<file path="src/rtl/systolic_ctrl_if.sv">
// Bundle between the systolic sequencer, its host/operand side and the array edge ports.
// master: host side; slave: the sequencer.
interface systolic_ctrl_if #(
    parameter int SIZE     = 3,
    parameter int IN_WIDTH = 8
);
    logic                                     start;
    logic                                     abort;
    logic [SIZE-1:0][SIZE-1:0][IN_WIDTH-1:0]  a_mat;
    logic [SIZE-1:0][SIZE-1:0][IN_WIDTH-1:0]  b_mat;
    logic                                     busy;
    logic                                     done;
    logic                                     arr_reset;
    logic                                     load_en;
    logic                                     mult_en;
    logic                                     acc_en;
    logic [SIZE-1:0][IN_WIDTH-1:0]            a_in;
    logic [SIZE-1:0][IN_WIDTH-1:0]            b_in;

    modport master (
        output start, abort, a_mat, b_mat,
        input  busy, done, arr_reset, load_en, mult_en, acc_en, a_in, b_in
    );

    modport slave (
        input  start, abort, a_mat, b_mat,
        output busy, done, arr_reset, load_en, mult_en, acc_en, a_in, b_in
    );
endinterface

</file>
<file path="src/rtl/systolic_ctrl.sv">
// Sequencer for a SIZE x SIZE output-stationary systolic multiplier: latches A/B, clears the
// array, streams skewed rows/columns into its edges, drains, then pulses done.
module systolic_ctrl #(
    parameter int SIZE     = 3,
    parameter int IN_WIDTH = 8,
    parameter int PE_LAT   = 1
) (
    input  logic           clk,
    input  logic           reset,
    systolic_ctrl_if.slave bus
);
    localparam int CW = $clog2(2*SIZE + PE_LAT);
    localparam logic [CW-1:0] FEED_LAST  = CW'(2*SIZE - 2);
    localparam logic [CW-1:0] DRAIN_LAST = CW'(SIZE - 2 + PE_LAT);

    typedef logic [SIZE-1:0][SIZE-1:0][IN_WIDTH-1:0] mat_t;
    typedef logic [SIZE-1:0][IN_WIDTH-1:0]           vec_t;
    typedef enum logic [2:0] {IDLE, CLEAR, FEED, DRAIN, DONE} state_t;

    state_t        state_q, state_d;
    logic [CW-1:0] cnt_q, cnt_d;
    mat_t          a_lat_q, a_lat_d;
    mat_t          b_lat_q, b_lat_d;
    logic          busy_q, busy_d;
    logic          done_q, done_d;
    logic          arr_reset_q, arr_reset_d;
    logic          en_q, en_d;
    vec_t          a_in_q, a_in_d;
    vec_t          b_in_q, b_in_d;
    logic          abort_hit;

    always_comb begin
        state_d   = state_q;
        cnt_d     = cnt_q;
        a_lat_d   = a_lat_q;
        b_lat_d   = b_lat_q;
        abort_hit = 1'b0;

        case (state_q)
            IDLE: begin
                if (bus.start) begin
                    a_lat_d = bus.a_mat;
                    b_lat_d = bus.b_mat;
                    state_d = CLEAR;
                end
            end
            CLEAR: begin
                if (bus.abort) begin
                    abort_hit = 1'b1;
                end else begin
                    state_d = FEED;
                    cnt_d   = '0;
                end
            end
            FEED: begin
                if (bus.abort) begin
                    abort_hit = 1'b1;
                end else if (cnt_q == FEED_LAST) begin
                    state_d = DRAIN;
                    cnt_d   = '0;
                end else begin
                    cnt_d = cnt_q + 1'b1;
                end
            end
            DRAIN: begin
                if (bus.abort) begin
                    abort_hit = 1'b1;
                end else if (cnt_q == DRAIN_LAST) begin
                    state_d = DONE;
                    cnt_d   = '0;
                end else begin
                    cnt_d = cnt_q + 1'b1;
                end
            end
            DONE: begin
                state_d = IDLE;
            end
            default: begin
                state_d = IDLE;
                cnt_d   = '0;
            end
        endcase

        if (abort_hit) begin
            state_d = IDLE;
            cnt_d   = '0;
        end

        // Outputs are registered, so they are derived from where the FSM is heading.
        busy_d      = (state_d != IDLE);
        done_d      = (state_d == DONE);
        arr_reset_d = !((state_d == CLEAR) || abort_hit);
        en_d        = (state_d == FEED) || (state_d == DRAIN);

        a_in_d = '0;
        b_in_d = '0;
        if (state_d == FEED) begin
            // Diagonal skew: element m of row/column i enters on feed cycle k = i + m.
            for (int i = 0; i < SIZE; i++) begin
                for (int m = 0; m < SIZE; m++) begin
                    if (int'(cnt_d) == i + m) begin
                        a_in_d[i] = a_lat_q[i][m];
                        b_in_d[i] = b_lat_q[m][i];
                    end
                end
            end
        end
    end

    always_ff @(posedge clk or negedge reset) begin
        if (!reset) begin
            state_q     <= IDLE;
            cnt_q       <= '0;
            a_lat_q     <= '0;
            b_lat_q     <= '0;
            busy_q      <= 1'b0;
            done_q      <= 1'b0;
            arr_reset_q <= 1'b1;
            en_q        <= 1'b0;
            a_in_q      <= '0;
            b_in_q      <= '0;
        end else begin
            state_q     <= state_d;
            cnt_q       <= cnt_d;
            a_lat_q     <= a_lat_d;
            b_lat_q     <= b_lat_d;
            busy_q      <= busy_d;
            done_q      <= done_d;
            arr_reset_q <= arr_reset_d;
            en_q        <= en_d;
            a_in_q      <= a_in_d;
            b_in_q      <= b_in_d;
        end
    end

    assign bus.busy      = busy_q;
    assign bus.done      = done_q;
    assign bus.arr_reset = arr_reset_q;
    assign bus.load_en   = en_q;
    assign bus.mult_en   = en_q;
    assign bus.acc_en    = en_q;
    assign bus.a_in      = a_in_q;
    assign bus.b_in      = b_in_q;
endmodule

</file>
<file path="src/flat_wrapper.sv">
// flat-port wrapper written by rule: the top's interface ports become plain ports
module systolic_ctrl_flat 
#(
    parameter int SIZE     = 3,
    parameter int IN_WIDTH = 8,
    parameter int PE_LAT   = 1
)
  (clk, reset, bus_start, bus_abort, bus_a_mat, bus_b_mat, bus_busy, bus_done, bus_arr_reset, bus_load_en, bus_mult_en, bus_acc_en, bus_a_in, bus_b_in);
  systolic_ctrl_if #(.SIZE(SIZE), .IN_WIDTH(IN_WIDTH)) bus_i ();
  input  logic clk;
  input  logic reset;
  input wire logic [$bits(bus_i.start)-1:0] bus_start;
  input wire logic [$bits(bus_i.abort)-1:0] bus_abort;
  input wire logic [$bits(bus_i.a_mat)-1:0] bus_a_mat;
  input wire logic [$bits(bus_i.b_mat)-1:0] bus_b_mat;
  output wire logic [$bits(bus_i.busy)-1:0] bus_busy;
  output wire logic [$bits(bus_i.done)-1:0] bus_done;
  output wire logic [$bits(bus_i.arr_reset)-1:0] bus_arr_reset;
  output wire logic [$bits(bus_i.load_en)-1:0] bus_load_en;
  output wire logic [$bits(bus_i.mult_en)-1:0] bus_mult_en;
  output wire logic [$bits(bus_i.acc_en)-1:0] bus_acc_en;
  output wire logic [$bits(bus_i.a_in)-1:0] bus_a_in;
  output wire logic [$bits(bus_i.b_in)-1:0] bus_b_in;
  assign bus_i.start = bus_start;
  assign bus_i.abort = bus_abort;
  assign bus_i.a_mat = bus_a_mat;
  assign bus_i.b_mat = bus_b_mat;
  assign bus_busy = bus_i.busy;
  assign bus_done = bus_i.done;
  assign bus_arr_reset = bus_i.arr_reset;
  assign bus_load_en = bus_i.load_en;
  assign bus_mult_en = bus_i.mult_en;
  assign bus_acc_en = bus_i.acc_en;
  assign bus_a_in = bus_i.a_in;
  assign bus_b_in = bus_i.b_in;
  systolic_ctrl #(.SIZE(SIZE), .IN_WIDTH(IN_WIDTH), .PE_LAT(PE_LAT)) u_core (.clk(clk), .reset(reset), .bus(bus_i));
endmodule
</file>
<file path="config.mk">
export PLATFORM = sky130hd
export DESIGN_NAME = systolic_ctrl_flat
export DESIGN_NICKNAME = d
export VERILOG_FILES = /design/src/rtl/systolic_ctrl_if.sv /design/src/rtl/systolic_ctrl.sv /design/src/flat_wrapper.sv
export SDC_FILE = /design/constraint.sdc
export NUM_CORES = 1
export LEC_CHECK = 0
export ABC_AREA = 1
export BUFFER_PORTS_ARGS = -buffer_cell sky130_fd_sc_hd__clkbuf_2
export CAP_MARGIN = 20
export CORE_MARGIN = 4
export CORE_UTILIZATION = 49
export DETAILED_ROUTE_END_ITERATION = 16
export PLACE_DENSITY = 0.82
export SYNTH_ARGS = -nofsm -noshare
export SYNTH_HDL_FRONTEND = slang
export SYNTH_SLANG_ARGS = --single-unit
</file>
<file path="constraint.sdc">
create_clock -name clk -period 2.1 [get_ports clk]
set_input_delay 0.315 -clock clk [delete_from_list [all_inputs] [get_ports clk]]
set_output_delay 0.315 -clock clk [all_outputs]
set_load 0.01 [all_outputs]
</file>
==> metrics.csv, run 1 <==
metric;value;unit
grt peak-use layer;met2;
fin crit share;0.932;
via count;6743;
Tmin final;1.96;ns
worst skew pair latency;0.50;ns
syn_nets;987;
area leader, netlist;dfrtp_1;
Row Count;48;
Synth Warn #;0;
worst hold start;bus_b_mat[70];
RR Endpoint;u_core.bus.b_in[12]$_DFF_PN0_;
Worst EP required;2.48;ns
Final Slew Violations;0;
origin of the critical flop-to-flop path;u_core.cnt_q[0]$_DFF_PN0_;
Routed WL per cell;16.9;µm
Seq/Total Area, Yosys;0.581;
max-cap viol count;0;
total core area;0.0174;mm²
Pre-antenna DRT Iters;5;
antenna viol nets, final;0;
setup ws final;0.143;ns
Mapped Area;0.00870;mm²
Port Buffers;201;
GR Overflow Total;0;
Synth area leaders;dfrtp_1 (58%), mux2_2 (14%), nand2_1 (5.4%), nor2_1 (5.0%), a21oi_1 (2.8%);
HPWL after DPL;14900;µm
final wirelength;21700;µm
Peak VDD IR;0.874;mV
DRT iter0 DRCs;421;
largest net degree at the start of global routing;91;
I/O pin count;202;
Worst Max-Slew Pin Slew;0.529;ns
TritonCTS clock tree;yes;
met3 usage;0.0428;
top cell type's share of synthesized area;0.578;
Synth-to-Final Area Change;25.4;%
R2R cell count;14;
Slew HR;0.648;
final setup violation count;0;
WS Path Type;reg2reg;
synthesized flop and latch total;202;
CTS H-tree lvls;1;
r2r setup slk;0.14;ns
Critical Path AT;2.33;ns
RD Place Congestion;0.914;
clock skew;0.0113;ns
Die Y;141;µm
crit path from;u_core.cnt_q[0]$_DFF_PN0_;
met2 GRT Util;0.368;
DRC Markers;0;
Leakage;5.55;nW
Tot GR Track Use;0.219;
Initial Util;0.501;
CTS Buffer Depth;3;
layout cells sized above 1;0.384;
Nets;1192;
Syn Inst Count;835;
Die Footprint;0.0200;mm²
PD cells;1430;mW/mm²
worst hold path type;in2reg;
Startpoint Class;flop;
Fin. Hold Viols;0;
CP endpoint kind;flop;
Tot Pwr;15.6;mW
Unique masters post-synth;30;
CTS clk-pin slew, worst paths;0.06;ns
Die W;141;µm
outcome;finished, final reports clean;
CTS root buf;clkbuf_16;
Worst Setup EP;u_core.bus.b_in[12]$_DFF_PN0_;
GRT met1 Usage;0.284;
initial antenna violation count;1;
first-pass GRT wire length;35300;µm
Fmax;0.511;GHz
Setup WS pre-CTS;0.0803;ns
Crit Path Max Fanout;16;
syn avg cell area;10.4;µm²
TritonCTS buffer count;22;
clk sinks;202;
Via density;5.26;
vias in the first global route;7091;
-- per-stage QoR --
stage	hold WS (ns)	area [µm²]	std cells	setup TNS (ns)	utilization
after floorplan	0.0194	8700	835	0	-
after global placement	0.307	10100	1238	0	0.581
after detailed placement	0.313	10100	1238	0	0.581
after CTS	0.0378	10800	1279	0	0.623
after global routing	0.0394	10900	1282	-0.0131	0.629
final	0.0515	10900	1282	0	0.629
-- state kept, by name (all words and copies together), names as in the netlist --
name                  count
u_core.bus.b_in          24
u_core.bus.acc_en         1
u_core.bus.arr_reset      1
u_core.bus.done           1
u_core.bus.a_in          24
u_core.a_lat_q           72
u_core.state_q            3
u_core.bus.busy           1
u_core.cnt_q              3
u_core.b_lat_q           72
-- placed cells by master, fill, tap and decap left out, types with 7 or more instances in the layout --
| cell | netlist | layout |
|---|---|---|
| a21oi_1 | 49 | 49 |
| buf_12 | 0 | 10 |
| buf_4 | 5 | 12 |
| clkbuf_1 | 16 | 7 |
| clkbuf_16 | 0 | 23 |
| clkbuf_2 | 0 | 200 |
| dfrtp_1 | 201 | 199 |
| inv_1 | 59 | 58 |
| mux2_2 | 112 | 112 |
| nand2_1 | 125 | 120 |
| nand3_1 | 42 | 40 |
| nand4_1 | 16 | 16 |
| nor2_1 | 116 | 116 |
| o211ai_1 | 17 | 17 |
| o21ai_0 | 14 | 11 |
| o21ai_1 | 4 | 7 |
-- cells by family after synthesis --
group / share of synthesized area
and+or+nand+nor: 0.158
DFF: 0.581
muxes: 0.145
buffers and inverters: 0.0534
AOI/OAI and AO/OA: 0.0559
adders and majority gates: 0.00575
xor gates and xnor gates: 0.00101
-- layer usage --
metal	vias up	part of all wire
li1	3150	-
met1	3313	0.40
met2	232	0.50
met3	48	0.068
met4	0	0.032
met5	-	0
-- power by group --
| group | total, mW | internal, mW | switching, mW |
|---|---|---|---|
| registers | 6.35 | 5.56 | 0.791 |
| clock network | 3.81 | 2.31 | 1.50 |
| logic | 5.42 | 2.45 | 2.98 |
| total | 15.6 | 10.3 | 5.27 |
-- worst max-delay path, cell delays in order (launching register included) --
cell     delay, ns
dfrtp_1       0.40
inv_2         0.11
ha_4          0.15
nand2_1       0.10
nand2_2       0.10
nand2_1       0.08
nand2_2       0.10
nand2_4       0.08
nand2_4       0.08
nand2_1       0.09
nor2_4        0.18
buf_8         0.18
nand2_1       0.06
nand2_1       0.08
a21oi_1       0.05
-- timing repair --
action,CTS,global route
setup endpoints to repair,0,48
hold buffers,1,0
gates resized for setup,0,27
endpoints found under the hold margin,48,0
setup buffers,0,1
-- cell type report --
class,instances,area [µm²]
diodes,1,2.50
clock buffers,35,671
clock inverters,5,52.6
fillers,1388,6450
inverters,65,246
multi-input cells,522,3250
flip-flops and latches,202,5060
well taps,225,282
repair buffers,227,1350
-- synthesized netlist by cell type --
cell type	count
a21oi_1	49
a21oi_2	1
buf_1	2
buf_2	23
buf_4	5
clkbuf_1	16
dfrtp_1	201
dfstp_2	1
ha_1	4
inv_1	59
inv_2	6
mux2_2	112
nand2_1	125
nand2_2	3
nand2_4	3
nand3_1	42
nand3_2	3
nand3b_1	2
nand4_1	16
nor2_1	116
nor2_2	4
nor3_1	2
nor3_2	1
nor3_4	1
o2111ai_1	1
o211ai_1	17
o21ai_0	14
o21ai_1	4
o22ai_1	1
xnor2_1	1
-- worst min path at each step --
stage / slack [ns] / endpoint / cells past startpoint
after floorplan: 0.02 / u_core.a_lat_q[0]$_DFFE_PN0P_ / 0
after global placement: 0.31 / u_core.b_lat_q[51]$_DFFE_PN0P_ / 1
after detailed placement: 0.31 / u_core.b_lat_q[51]$_DFFE_PN0P_ / 1
after CTS: 0.04 / u_core.b_lat_q[12]$_DFFE_PN0P_ / 2
after global routing: 0.04 / u_core.b_lat_q[70]$_DFFE_PN0P_ / 2
final: 0.05 / u_core.b_lat_q[70]$_DFFE_PN0P_ / 2
(Power assumes the default switching activity.)
==> run 2: changes to the inputs <==
--- a/config.mk
+++ b/config.mk
@@ -11,7 +11,7 @@
 export CORE_MARGIN = 4
 export CORE_UTILIZATION = 49
 export DETAILED_ROUTE_END_ITERATION = 16
-export PLACE_DENSITY = 0.82
+export PLACE_DENSITY = 0.77
 export SYNTH_ARGS = -nofsm -noshare
 export SYNTH_HDL_FRONTEND = slang
 export SYNTH_SLANG_ARGS = --single-unit
==> run 2 against run 1 <==
Effect of this change: global-route usage fell by 0.40 points; hold slack got worse by 0.0066 ns; worst setup slack got worse by 0.034 ns; utilization rose by 1.1 points; critical path depth fell by 1; clock skew rose by 0.0076 ns; final cell count rose by 0.70%; sequential power barely moved; combinational power rose by 3.9%; critical path type unchanged; critical endpoint is now u_core.bus.a_in[2]$_DFF_PN0_; highest routed layer is now met5.
==> metrics.csv, run 2 (same netlist as run 1, synthesis figures left out) <==
metric;value;unit;change
outcome;finished, final reports clean;;
WS Path Type;reg2reg;;
Startpoint Class;flop;;
max-cap viol count;0;;unchanged
CTS root buf;clkbuf_16;;
fin crit share;0.948;;+0.0160
met2 routed WL;11000;µm;+1.9%
CP endpoint kind;flop;;
Port Buffers;201;;unchanged
Max Used Layer;met5;;
R2R cell count;13;;-1
Via density;5.22;;-0.83%
largest net degree at the start of global routing;99;;+8.8%
CTS Buffer Depth;3;;unchanged
final setup violation count;0;;unchanged
RSZ-0062 raised after global routing;true;;
layout cells sized above 1;0.398;;+0.0133
Slew HR;0.638;;-0.00927
PD cells;1420;mW/mm²;-0.41%
Row Count;48;;unchanged
biggest regs;u_core.a_lat_q x72, u_core.b_lat_q x72;;
clk sinks;202;;unchanged
Routed WL per cell;17.2;µm;+1.5%
Die Footprint;0.0200;mm²;unchanged
HPWL after DPL;14900;µm;-0.22%
Cells after DPL;1241;;+0.24%
Worst Max-Slew Pin Slew;0.543;ns;+0.0139 ns
Tot GR Track Use;0.215;;-0.00400
Leakage;5.63;nW;+1.3%
TritonCTS clock tree;yes;;
Worst EP required;2.48;ns;about the same
origin of the critical flop-to-flop path;u_core.cnt_q[0]$_DFF_PN0_;;
Crit Path Max Fanout;16;;unchanged
Final Slew Violations;0;;unchanged
CP bufs+invs;3;;+1
CTS H-tree lvls;1;;unchanged
CP top delay family;simple AND/OR/NAND/NOR gates;;
Fmax;0.502;GHz;-1.7%
Critical Path Slowest Stage Cell;dfrtp_1;;
commonest cells after routing, fill and taps aside;clkbuf_2 (200), dfrtp_1 (199), nand2_1 (119);;
Nets;1202;;+0.84%
total core area;0.0174;mm²;unchanged
wl on met1;9050;µm;+3.9%
commonest non-fill, non-tap cell in the layout;clkbuf_2;;
initial antenna violation count;1;;unchanged
r2r setup slk;0.11;ns;-0.03 ns
DRT iter0 DRCs;408;;-3.1%
Tmin final;1.99;ns;+0.0337 ns
RR Endpoint;u_core.bus.a_in[2]$_DFF_PN0_;;
GR Overflow Total;0;;unchanged
via count;6734;;-0.13%
Initial Util;0.501;;unchanged
Crit path largest cell delay;0.40;ns;about the same
Die W;141;µm;unchanged
TritonCTS buffer count;23;;+4.5%
RD Place Congestion;0.926;;+1.3%
clock skew;0.0190;ns;+0.00764 ns
Critical Path AT;2.37;ns;+0.04 ns
Peak VDD IR;0.893;mV;+2.1%
Tot Pwr;15.8;mW;+1.3%
WHS Endpoint;u_core.a_lat_q[21]$_DFFE_PN0P_;;
# diodes;0;;-1
hold depth;2;;unchanged
I/O pin count;202;;unchanged
final cell count without fillers;1291;;+0.70%
hold slack final;0.0449;ns;-0.00659 ns
final wirelength;22200;µm;+2.2%
antenna viol nets, final;0;;unchanged
CTS clk-pin slew, worst paths;0.06;ns;about the same
vias in the first global route;6826;;-3.7%
Pre-antenna DRT Iters;5;;unchanged
Synth-to-Final Area Change;27.5;%;
worst skew pair latency;0.50;ns;about the same
met3 WL;1430;µm;-3.0%
worst path cell trace;inv_2 -> ha_1 -> nand2_1 -> nand3_2 -> nand2_2 -> nand2_2 -> nand2_4 -> nand2_4 -> buf_4 -> nand3_4 -> clkbuf_16 -> o21ai_0 -> nor2_1;;
worst hold path type;in2reg;;
worst hold start;bus_a_mat[21];;
first-pass GRT wire length;34400;µm;-2.6%
DRC Markers;0;;unchanged
Sum Neg Setup Slack;0;ns;unchanged
Die Y;141;µm;unchanged
Fin. Hold Viols;0;;unchanged
==> run 2: where the power goes <==
part	switching [mW]	leakage [nW]	total (mW)	internal [mW]
clock	1.51	0.356	3.81	2.30
sequential	0.784	2.45	6.35	5.56
combinational	3.06	2.82	5.63	2.57
==> run 2: per-layer routing <==
layer,GRT usage,vias to the layer above
met2,0.361,200
met3,0.0516,44
met5,0,-
met4,0.0683,2
met1,0.277,3299
li1,-,3189
==> run 2: repair_timing <==
item                       4_1_cts  5_1_grt
buffers inserted                 0        6
gates resized for setup          3       34
hold buffers                     1        0
pin swaps                        0        7
hold endpoints to repair        58        0
cloned                           0        2
setup endpoints to repair       11       48
==> run 2: stage by stage <==
| stage | util | setup slack, ns | instance area, µm² |
|---|---|---|---|
| after floorplan | - | 0.153 | 8700 |
| after global placement | 0.584 | 0.0441 | 10100 |
| after detailed placement | 0.584 | -0.0213 | 10100 |
| after CTS | 0.627 | 0.0219 | 10900 |
| after global routing | 0.639 | -0.0331 | 11100 |
| final | 0.639 | 0.110 | 11100 |
==> run 2: final cells by class <==
| class | count | area, µm² |
|---|---|---|
| Clock buffer | 37 | 708 |
| Fill cell | 1403 | 6260 |
| Multi-Input combinational cell | 522 | 3270 |
| Sequential cell | 202 | 5060 |
| Timing Repair Buffer | 236 | 1500 |
| Tap cell | 225 | 282 |
| Clock inverter | 4 | 25.0 |
| Inverter | 65 | 251 |
==> run 2: how the worst max path moves through the flow <==
| stage | startpoint | end | slack, ns | cells past startpoint |
|---|---|---|---|---|
| after detailed placement | u_core.cnt_q[0]$_DFF_PN0_ | u_core.bus.b_in[4]$_DFF_PN0_ | -0.02 | 11 |
| after global placement | u_core.cnt_q[0]$_DFF_PN0_ | u_core.bus.b_in[12]$_DFF_PN0_ | 0.04 | 14 |
| after global routing | u_core.state_q[1]$_DFF_PN0_ | u_core.bus.b_in[17]$_DFF_PN0_ | -0.03 | 13 |
| after CTS | u_core.cnt_q[0]$_DFF_PN0_ | u_core.bus.b_in[8]$_DFF_PN0_ | 0.02 | 14 |
| after floorplan | u_core.cnt_q[0]$_DFF_PN0_ | u_core.bus.a_in[6]$_DFF_PN0_ | 0.15 | 11 |
| final | u_core.cnt_q[0]$_DFF_PN0_ | u_core.bus.a_in[2]$_DFF_PN0_ | 0.11 | 13 |
==> run 2: worst register-to-register path: stages (launching register included) <==
cell and delay (ns):
dfrtp_1 0.40, inv_2 0.11, ha_1 0.16, nand2_1 0.10, nand3_2 0.09, nand2_2 0.06, nand2_2 0.09, nand2_4 0.08
nand2_4 0.09, buf_4 0.12, nand3_4 0.11, clkbuf_16 0.21, o21ai_0 0.20, nor2_1 0.08
